`src/rtl/combat_meter.sv`:
```
// combat_meter: per-player health/guard tracker driven by hitstun/blockstun entry edges,
// with chip damage, guard regeneration, KO detection and a latched round-over freeze.
module combat_meter #(
  parameter int NUM_PLAYERS  = 2,
  parameter int STATE_W      = 4,
  parameter int S_HITSTUN    = 9,
  parameter int S_BLOCKSTUN  = 10,
  parameter int MAX_HP       = 3,
  parameter int MAX_GUARD    = 3,
  parameter int HP_W         = 3,
  parameter int HIT_DMG      = 1,
  parameter int CHIP_DMG     = 1,
  parameter int REGEN_FRAMES = 60
) (
  input  logic                           clk,
  input  logic                           rst,
  input  logic                           frame_tick,
  input  logic                           round_start,
  input  logic [NUM_PLAYERS*STATE_W-1:0] player_state,
  output logic [NUM_PLAYERS*HP_W-1:0]    health,
  output logic [NUM_PLAYERS*HP_W-1:0]    guard,
  output logic [NUM_PLAYERS-1:0]         guard_break,
  output logic [NUM_PLAYERS-1:0]         ko,
  output logic                           round_over
);
  localparam int CW = $clog2(REGEN_FRAMES + 1);
  logic [NUM_PLAYERS-1:0] ko_nxt;
  for (genvar i = 0; i < NUM_PLAYERS; i++) begin : g_p
    logic [STATE_W-1:0] st, prev;
    logic [HP_W-1:0] hp, gd, hp_n, gd_n;
    logic [CW-1:0] cnt, cnt_n;
    logic gb, gb_n, kq, hit, blk, wrap;
    assign st   = player_state[i*STATE_W +: STATE_W];
    assign hit  = st == STATE_W'(S_HITSTUN) && prev != STATE_W'(S_HITSTUN);
    // leaving hitstun straight into blockstun is a combo continuation, not a block
    assign blk  = st == STATE_W'(S_BLOCKSTUN) && prev != STATE_W'(S_BLOCKSTUN) && prev != STATE_W'(S_HITSTUN);
    assign wrap = cnt == CW'(REGEN_FRAMES - 1);
    always_comb begin
      hp_n  = hp;
      gd_n  = gd;
      cnt_n = cnt;
      gb_n  = 1'b0;
      if (!round_over) begin
        if (hit) begin
          hp_n  = hp > HP_W'(HIT_DMG) ? hp - HP_W'(HIT_DMG) : '0;
          cnt_n = '0;
        end else if (blk) begin
          cnt_n = '0;
          hp_n  = gd == '0 ? (hp > HP_W'(CHIP_DMG) ? hp - HP_W'(CHIP_DMG) : '0) : hp;
          gd_n  = gd == '0 ? gd : gd - HP_W'(1);
          gb_n  = gd == HP_W'(1);
        end else if (gd == HP_W'(MAX_GUARD)) begin
          cnt_n = '0;
        end else if (frame_tick) begin
          cnt_n = wrap ? '0 : cnt + CW'(1);
          gd_n  = wrap ? gd + HP_W'(1) : gd;
        end
      end
    end
    assign ko_nxt[i] = hp_n == '0;
    always_ff @(posedge clk or posedge rst)
      if (rst) begin
        hp   <= HP_W'(MAX_HP);
        gd   <= HP_W'(MAX_GUARD);
        prev <= '0;
        cnt  <= '0;
        gb   <= 1'b0;
        kq   <= 1'b0;
      end else if (round_start) begin
        hp   <= HP_W'(MAX_HP);
        gd   <= HP_W'(MAX_GUARD);
        prev <= st;
        cnt  <= '0;
        gb   <= 1'b0;
        kq   <= 1'b0;
      end else begin
        hp   <= hp_n;
        gd   <= gd_n;
        prev <= st;
        cnt  <= cnt_n;
        gb   <= gb_n;
        kq   <= ko_nxt[i];
      end
    assign health[i*HP_W +: HP_W] = hp;
    assign guard[i*HP_W +: HP_W]  = gd;
    assign guard_break[i]         = gb;
    assign ko[i]                  = kq;
  end
  always_ff @(posedge clk or posedge rst)
    if (rst) round_over <= 1'b0;
    else if (round_start) round_over <= 1'b0;
    else round_over <= round_over | (|ko_nxt);
endmodule

```
`config.mk`:
```
export PLATFORM = sky130hd
export DESIGN_NAME = combat_meter
export DESIGN_NICKNAME = d
export VERILOG_FILES = /design/src/rtl/combat_meter.sv
export SDC_FILE = /design/constraint.sdc
export NUM_CORES = 1
export LEC_CHECK = 0
export BUFFER_PORTS_ARGS = -buffer_cell sky130_fd_sc_hd__buf_2
export CAP_MARGIN = 15
export CELL_PAD_IN_SITES_DETAIL_PLACEMENT = 2
export CELL_PAD_IN_SITES_GLOBAL_PLACEMENT = 2
export CORE_MARGIN = 2
export CORE_UTILIZATION = 33
export DETAILED_ROUTE_END_ITERATION = 6
export GPL_TIMING_DRIVEN = 1
export PLACE_DENSITY_LB_ADDON = 0.1
export SETUP_SLACK_MARGIN = 0.05
export SLEW_MARGIN = 20
export SYNTH_ARGS = -nofsm -noshare
export SYNTH_HDL_FRONTEND = slang
export SYNTH_SLANG_ARGS = --single-unit
```
`constraint.sdc`:
```
create_clock -name clk -period 1.74 [get_ports clk]
set_input_delay 0.174 -clock clk [delete_from_list [all_inputs] [get_ports clk]]
set_output_delay 0.174 -clock clk [all_outputs]
set_load 0.005 [all_outputs]
```
==> results of run 1 <==
[cells in the mapped netlist, types with 3 or more instances]
cell      number
nor2b_1        4
a21oi_1       10
mux2i_1        7
xnor2_1        4
nand3_1        9
inv_1         15
buf_4          4
o21ai_1        3
ha_1          16
nand2_1       15
nor3_1         9
nand4_1        9
o311ai_1       7
dfstp_2        8
and4bb_4       3
dfrtp_1       29
nor2_1         7
o311ai_0       3
nand2b_1       8
o21ai_0       15
[power by group]
group,switching (µW),total (µW),internal [µW]
registers,16.0,901,885
logic,198,368,170
clock network,325,793,468
total,539,2060,1520
[final cells by class]
type / instances / area, µm² / share of cell area
Multi-Input combinational cell: 168 / 1550 / 0.452
Sequential cell: 37 / 937 / 0.273
Timing Repair Buffer: 93 / 673 / 0.196
Tap cell: 80 / 100 / 0.0291
Clock buffer: 7 / 86.3 / 0.0251
Inverter: 15 / 56.3 / 0.0164
Clock inverter: 1 / 30.0 / 0.00874
[logic make-up after synthesis]
logic type,share of synthesized area
muxes,0.0404
AOI/OAI and AO/OA,0.176
DFF,0.408
and+or+nand+nor,0.231
buffers and inverters,0.0409
adders and majority gates,0.0873
xor gates and xnor gates,0.0153
[sequential cells by signal, summed over array words and instances (netlist names)]
signal	flops
g_p.cnt	12
g_p.prev	8
g_p.gd	6
g_p.hp	6
g_p.gb	2
g_p.kq	2
round_over	1
[worst max path at each step]
stage | from | end | slack (ns)
finish | g_p[0].prev[3]$_DFF_PP0_ | g_p[0].gd[2]$_DFFE_PP0P_ | -0.15
global route | g_p[0].prev[3]$_DFF_PP0_ | g_p[0].gd[2]$_DFFE_PP0P_ | -0.29
CTS | g_p[1].gd[0]$_DFFE_PP1P_ | g_p[1].hp[2]$_DFF_PP0_ | -0.06
detailed placement | g_p[1].gd[0]$_DFFE_PP1P_ | g_p[1].gd[1]$_DFFE_PP1P_ | -0.12
global placement | g_p[1].hp[1]$_DFF_PP1_ | round_over$_DFF_PP0_ | -0.06
floorplan | g_p[1].gd[0]$_DFFE_PP1P_ | g_p[1].hp[2]$_DFF_PP0_ | 0.05
[timing repair]
action / CTS / global route
resized for setup: 31 / 44
buffers inserted: 11 / 9
endpoints found under the hold margin: 4 / 0
pin swaps: 19 / 21
setup endpoints to repair: 25 / 26
hold buffers: 4 / 0
[per-layer routing]
| layer | global-route usage | up-vias | wire length, µm |
|---|---|---|---|
| met1 | 0.262 | 1165 | 3680 |
| met5 | 0 | - | 0 |
| met3 | 0.0303 | 6 | 119 |
| li1 | - | 1032 | - |
| met4 | 0.0615 | 0 | 53 |
| met2 | 0.402 | 20 | 4770 |
[stage by stage]
step	total power [µW]	std cells	worst slack, ns	utilization	cell area (µm²)
floorplan	1060	226	0.0519	-	2300
global placement	1180	370	-0.0626	0.417	2820
detailed placement	1190	370	-0.120	0.417	2820
CTS	2040	393	-0.0594	0.472	3190
global route	2150	401	-0.287	0.508	3430
finish	2060	401	-0.148	0.508	3430
[worst max-delay path: stages, from the launching register on]
cell and delay, ns:
dfrtp_1 0.39, and4bb_4 0.23, nor4_4 0.32, buf_4 0.21, buf_6 0.11, mux2i_2 0.19, nand3_1 0.12, a21oi_1 0.23
==> reports/results.txt, run 1 <==
The global routing usage summed across all routing layers is 0.218, and the antenna diode instance count is 0. The average instance in the mapped netlist occupies 10.1 µm². The detailed placement HPWL is 5200 µm, and the count of distinct cell types in the synthesized netlist is 45.

The residual DRC count is 0, and the number of max-slew violations in the final report is 0. Setup total negative slack on the finished layout was measured at -1.00 ns. In the layout the commonest cells are 54 x buf_4, 28 x dfrtp_1, 28 x buf_2. The hold slack is -0.000810 ns. The core region is 6760 µm². The run gives 2541 as the number of global-route vias before repair.

The logs give 5 for the number of clock buffers inserted by TritonCTS and 2 for the count of final hold-check violations. The sequential fraction of the synthesis area is 0.408, and the post-synth net total is 254. The cell at the root of the clock tree was clkbuf_8. Global-route congestion overflow total: 0.

STA classifies the critical path endpoint as a flip-flop. The largest total area in the synthesized netlist belongs to dfrtp_1. Count of port buffers added during placement: 28. Using the TritonRoute via totals, the vias-per-cell ratio works out to 5.54. The number of warning messages in the yosys log is 0, and the number of core rows is 30.

The flip-flop and latch count after synthesis was 37. After filler insertion, the fill cell instance count of the layout stands at 699. Area overhead of the layout relative to synthesis: 49.8%.

The maximum fanout along the worst path came out at 4. Number of synthesized flops with an enable pin: 0. STA classifies the critical path startpoint as a flip-flop. The classification of the worst setup path was reg -> reg. The floorplan step defined a die boundary enclosing 7630 µm². The final critical-path setup slack is -0.148 ns, and the post-layout minimum cycle time is 1.89 ns. In the final design database the tool counted 348 nets. The logs give 0.339 for the effective utilization at floorplan and 37 for the clock net sink count. Setup violations remaining at the end of the flow were counted as 15. The tools report the arrival time of the worst setup path as 2.08 ns. The worst-case IR drop observed on VDD is 0.000314 V. The final cycle utilization of the critical path is 1.08, and the violation count after the first detailed-route iteration is 37.

Total length of routed wires: 8620 µm. Summing every instance area after synthesis gives 2290 µm². For this run, the leading register cell type out of synthesis is dfrtp_1. For the pin with the worst max-slew slack, the measured transition is 0.641 ns.

The flow ran to the end, but the final reports show violations. The tool flagged a number of max-cap violations equal to 0. The first global-routing pass estimated 13100 µm of wire. TritonCTS built the clock tree.

The async set-reset flop share out of synthesis was 1.00; the final estimated routing congestion in global placement was 0.737. The most common library cell in the layout ignoring fill and taps is buf_4. The area share of the largest cell type after synthesis is 0.317.

By area the synthesized netlist is led by dfrtp_1 32%, dfstp_2 9.2%, ha_1 8.7%. The buffer depth of the longest clock path was 2; the overall via count from detail_route was 2223. The data required time at the worst endpoint was 1.93 ns; the worst reg2reg path depth was 7. Number of antenna violations at the first check in global routing: 0. The fraction of layout instances using a drive strength above 1 was 0.533; the H-tree depth was 2. The clock input transition at the sequential cells of the worst setup and hold paths came out at 0.08 ns. The clock reaches the later pin of the worst-skew pair after 0.28 ns. The count of pins on the block boundary was 29; the cell count after synthesis was 226. On the final layout, the worst clock skew is 0.00708 ns. The worst register-to-register path has a setup slack of -0.15 ns. The chip height works out to 87.3 µm. The tools report the worst max-slew margin expressed relative to the limit as 0.562. Dividing total power by cell area gives a power density of 601 nW/µm². Entering global routing, the biggest net connects 38 pins. The routed length per placed instance came out at 21.5 µm. The first detailed-routing pass took 4 iterations. The checks that failed: hold timing, setup timing. The startpoint identified for the worst register-to-register timing path is g_p[0].prev[3]$_DFF_PP0_. The leakage power was 0.00150 µW; the horizontal die dimension was 87.3 µm. The type of the most critical hold path is in -> async. Fmax: 0.530 GHz. Once detail routing completed, the nets flagged for antenna violations numbered 0.

Setup repair after global routing could not meet its margin everywhere. The endpoint identified for the worst register-to-register timing path is g_p[0].gd[2]$_DFFE_PP0P_.
Power figures use the tool's default switching activity.
==> run 2: changes to the inputs <==
- GPL_TIMING_DRIVEN: 1 -> 0
==> run 2 against run 1 <==
  * The flow finishes with violations (setup timing)
  * Routed wire length rose by 7.4%
  * Critical path depth did not move
  * Non-clock buffer count fell by 10
  * Clock power rose by 4.2%
  * Critical endpoint unchanged
==> reports/results.txt, run 2 (synthesis results as in run 1) <==
The tools report the startpoint of the most critical register-to-register path as g_p[0].gd[0]$_DFFE_PP1P_ (was g_p[0].prev[3]$_DFF_PP0_). The leakage power is 0.00146 µW (was 0.00150 µW). Setup repair after global routing could not meet its margin everywhere.

The largest incremental delay on the critical path was 0.61 ns (was 0.39 ns). Kind of start point of the critical path: a flip-flop (unchanged). The most common library cell in the layout ignoring fill and taps is buf_4 (unchanged).

The final estimated routing congestion in global placement was 0.748 (was 0.737). Area enclosed by the die boundary: 7630 µm² (unchanged). The detailed placement HPWL came out at 4680 µm (was 5200 µm). The internal power summed over all cells came out at 1530 µW (was 1520 µW). The reg-to-reg critical path endpoint is g_p[0].gd[2]$_DFFE_PP0P_ (unchanged). The H-tree depth was 2 (unchanged). The antenna diode instance count is 0 (unchanged), and the global routing usage summed across all routing layers is 0.207 (was 0.218). The run gives 0.430 (was 0.437) as the relative contribution of sequential cells to total power.

The run gives 0.30 ns (was 0.28 ns) as the clock latency at the later pin of the worst-skew pair. The number of clock buffers inserted by TritonCTS came out at 5 (unchanged). For the global-route wire length before repair, the log shows 12200 µm (was 13100 µm). The register bank with the most flops was g_p.cnt (unchanged).

The max-cap check violation count was 0 (unchanged); the buffers plus inverters on the worst setup path was 3 (was 2). The run gives 587 µW (was 539 µW) as the reported net switching power. The count of port buffers added during placement is 27 (was 28), and the arrival time of the worst setup path is 2.16 ns (was 2.08 ns). The ratio of total power to cell area was 603 nW/µm² (was 601 nW/µm²); the effective utilization at floorplan was 0.339 (unchanged). The run gives 0 (unchanged) as the residual DRC count. TritonCTS built the clock tree. Cell chain of the critical path: inv_2 > buf_4 > buf_4 > ha_1 > mux2i_1 > o21ai_1 > a21oi_2 (was and4bb_4 > nor4_4 > buf_4 > buf_6 > mux2i_2 > nand3_1 > a21oi_1). The slowest cell on the critical path was dfstp_2 (was dfrtp_1). The violation count after the first detailed-route iteration was 75 (was 37); the detailed-route vias per instance was 5.60 (was 5.54). Startpoint of the worst hold path: player_state[0].

Most used cells in the layout excluding fill and tap cells: 42 x buf_4, 28 x dfrtp_1, 27 x buf_2 (was 54 x buf_4, 28 x dfrtp_1, 28 x buf_2). The logs give 6760 µm² (unchanged) for the area of the core and 4 (unchanged) for the number of detailed-routing iterations run before antenna repair. The fraction of layout instances using a drive strength above 1 was 0.572 (was 0.533); the transition at the pin with the smallest max-transition slack was 0.684 ns (was 0.641 ns). The run gives 0 (was 2) as the count of final hold-check violations. Leading registers by flop count: g_p.cnt: 12 flops, g_p.prev: 8 flops (unchanged). The final critical-path setup slack came out at -0.203 ns (was -0.148 ns). The tools report the worst setup slack for register-to-register paths as -0.20 ns (was -0.15 ns).

The number of flip-flops in the largest register is 12 (unchanged), and the worst vdd rail ir drop is 0.000362 V (was 0.000314 V). The logs give 0.179 (about the same) for the portion of total power attributed to combinational logic and 0.544 (was 0.562) for the worst max-slew margin expressed relative to the limit. The top cell family by delay on the critical path is flip-flops (was simple AND/OR/NAND/NOR gates). The number of global-route vias before repair is 2284 (was 2541).

The routed length per placed instance is 23.7 µm (was 21.5 µm). The launching element of the worst setup path was g_p[0].gd[0]$_DFFE_PP1P_ (was g_p[0].prev[3]$_DFF_PP0_). Horizontal die dimension: 87.3 µm (unchanged).

The post-layout minimum cycle time is 1.94 ns (was 1.89 ns). Library cell appearing most often on the critical path: buf_4. Count of nets left with antenna violations after detail routing: 0 (unchanged).

The share of total power in the clock network came out at 0.391 (was 0.385). The run gives 29 (unchanged) as the count of pins on the block boundary. The overall via count from detail_route is 2189 (was 2223), and the clock input transition at the sequential cells of the worst setup and hold paths is 0.08 ns (about the same).

The flow ran to the end, but the final reports show violations. The area overhead of the layout relative to synthesis was 52.9% (was 49.8%). Maximum fanout along the worst path: 4 (unchanged). Clock net sink count: 37 (unchanged). The final cycle utilization of the critical path was 1.12 (was 1.08); the buffer depth of the longest clock path was 2 (unchanged). The setup total negative slack is -0.604 ns (was -1.00 ns), and the chip height is 87.3 µm (unchanged).

The logs give 0 (unchanged) for the number of antenna violations at the first check in global routing and 2110 µW (was 2060 µW) for the total power draw. The tools report the maximum number of pins on one net before global-route repair as 28 (was 38). The run gives 0.00734 ns (was 0.00708 ns) as the clock skew after layout.

The type of the most critical hold path is in -> reg (was in -> async). The run gives 0 (unchanged) as the global-route congestion overflow total. Cell at the root of the clock tree: clkbuf_8 (unchanged).

The tools report the number of core rows as 30 (unchanged). Classification of the worst setup path: reg -> reg (unchanged). The critical path endpoint category is a flip-flop (unchanged). The total length of routed wires was 9260 µm (was 8620 µm).

For hold timing, the worst endpoint is g_p[0].prev[0]$_DFF_PP0_. Failing checks: setup timing (was hold timing, setup timing). Switching power share of the total: 0.278 (was 0.261).

The number of max-slew violations in the final report was 0 (unchanged); the fmax was 0.515 GHz (was 0.530 GHz). The cell depth of the worst hold path is 1, and the final net count is 338 (was 348). Number of failing setup endpoints in the final timing report: 13 (was 15). The worst reg2reg path depth came out at 7 (unchanged). The data required time at the worst endpoint was 1.96 ns (was 1.93 ns).
## run 2: cell count changes in the layout (fill, tap and decap cells not counted), sizes merged
cell,before,now
buf,89,76
clkbuf,7,9
dlygate4sd3,4,5
## run 2: final cells by class
| type | instances | area, µm² |
|---|---|---|
| multi-input combinational | 168 | 1690 |
| timing repair buffer | 77 | 567 |
| buffer | 6 | 38.8 |
| tap | 80 | 100 |
| sequential | 37 | 937 |
| clock inverter | 1 | 30.0 |
| inverter | 15 | 56.3 |
| clock buffer | 7 | 86.3 |
| fill | 686 | 3250 |
## run 2: stage by stage
step                      instances  hold slack [ns]  instance area, µm²  utilization  setup WS (ns)
after floorplan                 226            0.205                2300            -         0.0519
after global placement          333            0.293                2530        0.375         -0.232
after detailed placement        334            0.135                2550        0.378         -0.260
after CTS                       376           0.0183                3070        0.455        -0.0908
after global routing            391           0.0147                3510        0.519         -0.205
final                           391           0.0223                3510        0.519         -0.203
## run 2: worst max path at each step
stage | cells past startpoint | slack, ns | to
floorplan | 7 | 0.05 | g_p[1].hp[2]$_DFF_PP0_
global placement | 5 | -0.23 | g_p[0].cnt[4]$_DFFE_PP0P_
detailed placement | 6 | -0.26 | g_p[1].gd[1]$_DFFE_PP1P_
CTS | 7 | -0.09 | g_p[1].hp[2]$_DFF_PP0_
global route | 6 | -0.20 | g_p[0].gd[2]$_DFFE_PP0P_
finish | 7 | -0.20 | g_p[0].gd[2]$_DFFE_PP0P_
## run 2: worst register-to-register path: stages, from the launching register on
cell     delay (ns)
dfstp_2        0.61
inv_2          0.08
buf_4          0.14
buf_4          0.14
ha_1           0.24
mux2i_1        0.29
o21ai_1        0.19
a21oi_2        0.18
## run 2: power groups by stage
stage                     logic (µW)  registers [µW]  clock network (µW)
after floorplan                  141             916                   0
after global placement           212             920                   0
after detailed placement         223             921                   0
after CTS                        291             903                 819
after global routing             406             912                 876
final                            379             908                 826
## run 2: repair_timing
item                       in CTS  in global routing
hold buffers                    5                  0
pin swaps                      25                 47
setup endpoints to repair      24                 26
buffers inserted               29                 18
resized for setup              33                 75
hold endpoints to repair       12                  0
## run 2: per-layer routing
| layer | routed length, µm | up-vias | global-route usage |
|---|---|---|---|
| met5 | 0 | - | 0 |
| met4 | 253 | 0 | 0.0350 |
| met3 | 175 | 17 | 0.0332 |
| met2 | 5070 | 30 | 0.388 |
| met1 | 3760 | 1131 | 0.251 |
| li1 | - | 1011 | - |
==> run 3: changes to the inputs <==
- ABC_AREA: not set -> 1
- CORE_UTILIZATION: 33 -> 31
==> run 3 against run 2 <==
  * The flow now finishes without violations
  * Worst setup slack improved by 0.30 ns
  * Die area up 8.0%
  * Largest power group unchanged
  * Clock skew decreased by 0.0057 ns
==> reports/results.txt, run 3 <==
The area enclosed by the die boundary is 8240 µm² (was 7630 µm²). The final net count is 369 (was 338). Most used cells in the layout excluding fill and tap cells: 38 x nand2_1, 30 x inv_1, 28 x buf_2, 28 x dfrtp_1, 22 x buf_4 (was 42 x buf_4, 28 x dfrtp_1, 27 x buf_2). The mean area per synthesized cell came out at 8.31 µm² (was 10.1 µm²). Type of the most critical hold path: in -> reg (unchanged). The run finished with clean final reports.

The async set-reset flop share out of synthesis is 1.00 (unchanged), and the number of antenna violations at the first check in global routing is 0 (unchanged). The final cycle utilization of the critical path works out to 0.946 (was 1.12). The run gives 29 (unchanged) as the count of pins on the block boundary. Worst vdd rail ir drop: 0.000334 V (was 0.000362 V). The tools report the total power draw as 2280 µW (was 2110 µW). The run gives 309 (was 254) as the post-synth net total.

The logs give 0 (unchanged) for the max-cap check violation count and 1.82 ns (was 2.16 ns) for the arrival time of the worst setup path. The maximum fanout along the worst path came out at 6 (was 4). Horizontal die dimension: 90.8 µm (was 87.3 µm).

Main flop type after synthesis: dfrtp_1 (unchanged). The tools report the cell at the root of the clock tree as clkbuf_8 (unchanged). The number of max-slew violations in the final report was 0 (unchanged); the worst max-slew margin expressed relative to the limit was 0.751 (was 0.544). The clock input transition at the sequential cells of the worst setup and hold paths is 0.08 ns (about the same). The area overhead of the layout relative to synthesis is 34.0% (was 52.9%).

The buffer depth of the longest clock path came out at 2 (unchanged). The tools report the final estimated routing congestion in global placement as 0.714 (was 0.748). The count of distinct cell types in the synthesized netlist was 38 (was 45).

The detailed-route vias per instance was 4.67 (was 5.60); the largest incremental delay on the critical path was 0.57 ns (was 0.61 ns). Area share of the largest cell type after synthesis: 0.311 (was 0.317). The logs give 0 (unchanged) for the number of warning messages in the yosys log and 0 (unchanged) for the count of final hold-check violations. The tools report the clock net sink count as 37 (unchanged).

The count of port buffers added during placement came out at 27 (unchanged). Largest cells by area after synthesis: dfrtp_1 31%, dfstp_2 9.0%, ha_1 8.6% (was dfrtp_1 32%, dfstp_2 9.2%, ha_1 8.7%). Library cell appearing most often on the critical path: nand3_2 (was buf_4). Setup repair after global routing could not meet its margin everywhere. The fraction of layout instances using a drive strength above 1 is 0.439 (was 0.572), and the buffers plus inverters on the worst setup path is 2 (was 3). The final cell utilization of the core is 0.429 (was 0.519). The number of flip-flops in the largest register was 12 (unchanged).

Number of detailed-routing iterations run before antenna repair: 4 (unchanged). The number of failing setup endpoints in the final timing report was 0 (was 13). For the global routing usage summed across all routing layers, the log shows 0.162 (was 0.207).

The chip height came out at 90.8 µm (was 87.3 µm). For the synthesized area, the log shows 2330 µm² (was 2290 µm²). The H-tree depth came out at 2 (unchanged).

Cell chain of the critical path: inv_4 > ha_4 > inv_1 > nor2_1 > nand4_1 > nand2_4 > o211ai_1 > nand2_1 > nand3_2 > nand3_2 (was inv_2 > buf_4 > buf_4 > ha_1 > mux2i_1 > o21ai_1 > a21oi_2). For the clock latency at the later pin of the worst-skew pair, the log shows 0.30 ns (about the same). The slowest cell on the critical path is dfstp_2 (unchanged).

The global-route congestion overflow total came out at 0 (unchanged). TritonCTS built the clock tree. Most common library cell in the layout ignoring fill and taps: nand2_1 (was buf_4). For the detailed placement HPWL, the log shows 4500 µm (was 4680 µm). The dominant cell by count in the synthesized netlist was nand2_1 (was dfrtp_1). The clock skew after layout was 0.00167 ns (was 0.00734 ns). For the final critical-path setup slack, the log shows 0.0945 ns (was -0.203 ns).

The number of synthesized flops with an enable pin works out to 0 (unchanged). The cell count after synthesis was 281 (was 226). The routed length per placed instance is 15.0 µm (was 23.7 µm), and the leakage power is 0.00151 µW (was 0.00146 µW).

The transition at the pin with the smallest max-transition slack is 0.373 ns (was 0.684 ns), and the number of core rows is 31 (was 30). The library cell with the largest summed area after synthesis was dfrtp_1 (unchanged). The tools report the number of clock buffers inserted by TritonCTS as 5 (unchanged).

The ratio of total power to cell area was 730 nW/µm² (was 603 nW/µm²). The kind of start point of the critical path is a flip-flop (unchanged). Leading registers by flop count: g_p.cnt: 12 flops, g_p.prev: 8 flops (unchanged).

The flip-flop and latch count after synthesis works out to 37 (unchanged). The classification of the worst setup path was reg -> reg (unchanged). The violation count after the first detailed-route iteration was 25 (was 75); the global-route wire length before repair was 10800 µm (was 12200 µm). For the worst setup timing slack at the placement stage, the log shows -0.119 ns (was -0.260 ns).

Total length of routed wires: 6620 µm (was 9260 µm). The number of filler instances in the final layout is 840 (was 686), and the antenna diode instance count is 0 (unchanged). Post-layout minimum cycle time: 1.65 ns (was 1.94 ns).

For the residual DRC count, the log shows 0 (unchanged). For the data required time at the worst endpoint, the log shows 1.92 ns (was 1.96 ns). The area of the core was 7290 µm² (was 6760 µm²). Critical path endpoint category: a flip-flop (unchanged).

The top cell family by delay on the critical path is simple AND/OR/NAND/NOR gates (was flip-flops). The run gives 0.608 GHz (was 0.515 GHz) as the fmax. Number of global-route vias before repair: 2238 (was 2284).

Ranking of synthesized cells by instance count: 46 x nand2_1, 41 x inv_1, 29 x dfrtp_1 (was 29 x dfrtp_1, 16 x ha_1, 15 x inv_1, 15 x nand2_1, 15 x o21ai_0). The tools report the effective utilization at floorplan as 0.320 (was 0.339). The overall via count from detail_route is 2061 (was 2189), and the count of nets left with antenna violations after detail routing is 0 (unchanged).

The sequential fraction of the synthesis area was 0.401 (was 0.408). The register bank with the most flops was g_p.cnt (unchanged). Maximum number of pins on one net before global-route repair: 24 (was 28).
[run 3: timing repair]
action	in CTS	in global routing
hold buffers	5	0
pin swaps	10	20
endpoints found under the hold margin	17	0
endpoints found under the setup margin	11	19
gates resized for setup	22	41
buffers inserted	8	11
gates cloned	0	1
[run 3: cells by family (layout without fill, tap and decap cells)]
| kind of cell | after synthesis | after routing | synth area share |
|---|---|---|---|
| and+or+nand+nor | 131 | 131 | 0.290 |
| adders and majority gates | 16 | 16 | 0.0857 |
| DFF | 37 | 37 | 0.401 |
| AOI/OAI and AO/OA | 37 | 37 | 0.0986 |
| buffers and inverters | 54 | 115 | 0.102 |
| xor gates and xnor gates | 6 | 6 | 0.0225 |
[run 3: worst register-to-register path: stages, from the launching register on]
cell	delay [ns]
dfstp_2	0.57
inv_4	0.05
ha_4	0.15
inv_1	0.06
nor2_1	0.05
nand4_1	0.12
nand2_4	0.12
o211ai_1	0.11
nand2_1	0.11
nand3_2	0.11
nand3_2	0.08
[run 3: metrics by stage]
| step | cell area (µm²) | hold WS (ns) | cells | setup TNS [ns] |
|---|---|---|---|---|
| finish | 3130 | 0.0103 | 441 | 0 |
| global route | 3130 | 0.00789 | 441 | -0.0183 |
| CTS | 2880 | 0.00300 | 429 | 0 |
| detailed placement | 2610 | 0.177 | 408 | -0.605 |
| global placement | 2590 | 0.296 | 407 | -0.410 |
| floorplan | 2330 | 0.205 | 281 | 0 |
[run 3: layout make-up]
class                           count  area, µm²  area share
Multi-Input combinational cell    190       1360       0.433
Sequential cell                    37        937       0.299
Timing Repair Buffer               53        380       0.122
Inverter                           46        179      0.0572
Tap cell                           99        124      0.0396
Clock buffer                        8       90.1      0.0288
Buffer                              8       62.6      0.0200
[run 3: path summary, 6_finish.rpt]
path / from / endpoint / slack (ns) / cells past startpoint
max: g_p[1].gd[0]$_DFFE_PP1P_ / round_over$_DFF_PP0_ / 0.09 / 10
min: player_state[5] / g_p[1].prev[1]$_DFF_PP0_ / 0.01 / 1
max reg2reg: g_p[1].gd[0]$_DFFE_PP1P_ / round_over$_DFF_PP0_ / 0.09 / 10
min reg2reg: g_p[0].cnt[1]$_DFFE_PP0P_ / g_p[0].cnt[1]$_DFFE_PP0P_ / 0.52 / 2
max in group asynchronous: rst / g_p[0].gd[0]$_DFFE_PP1P_ / 0.80 / 4
min in group asynchronous: rst / g_p[0].cnt[0]$_DFFE_PP0P_ / 0.41 / 3
[run 3: power breakdown]
| part | total [µW] | internal [µW] | switching [µW] |
|---|---|---|---|
| logic | 625 | 278 | 347 |
| clock network | 651 | 324 | 327 |
| registers | 1010 | 938 | 68.8 |
[run 3: routing by layer]
metal / up-vias / track usage / share of wire
li1: 1019 / - / -
met1: 1015 / 0.197 / 0.44
met2: 21 / 0.295 / 0.53
met3: 6 / 0.0267 / 0.021
met4: 0 / 0.0455 / 0.0095
met5: - / 0 / 0
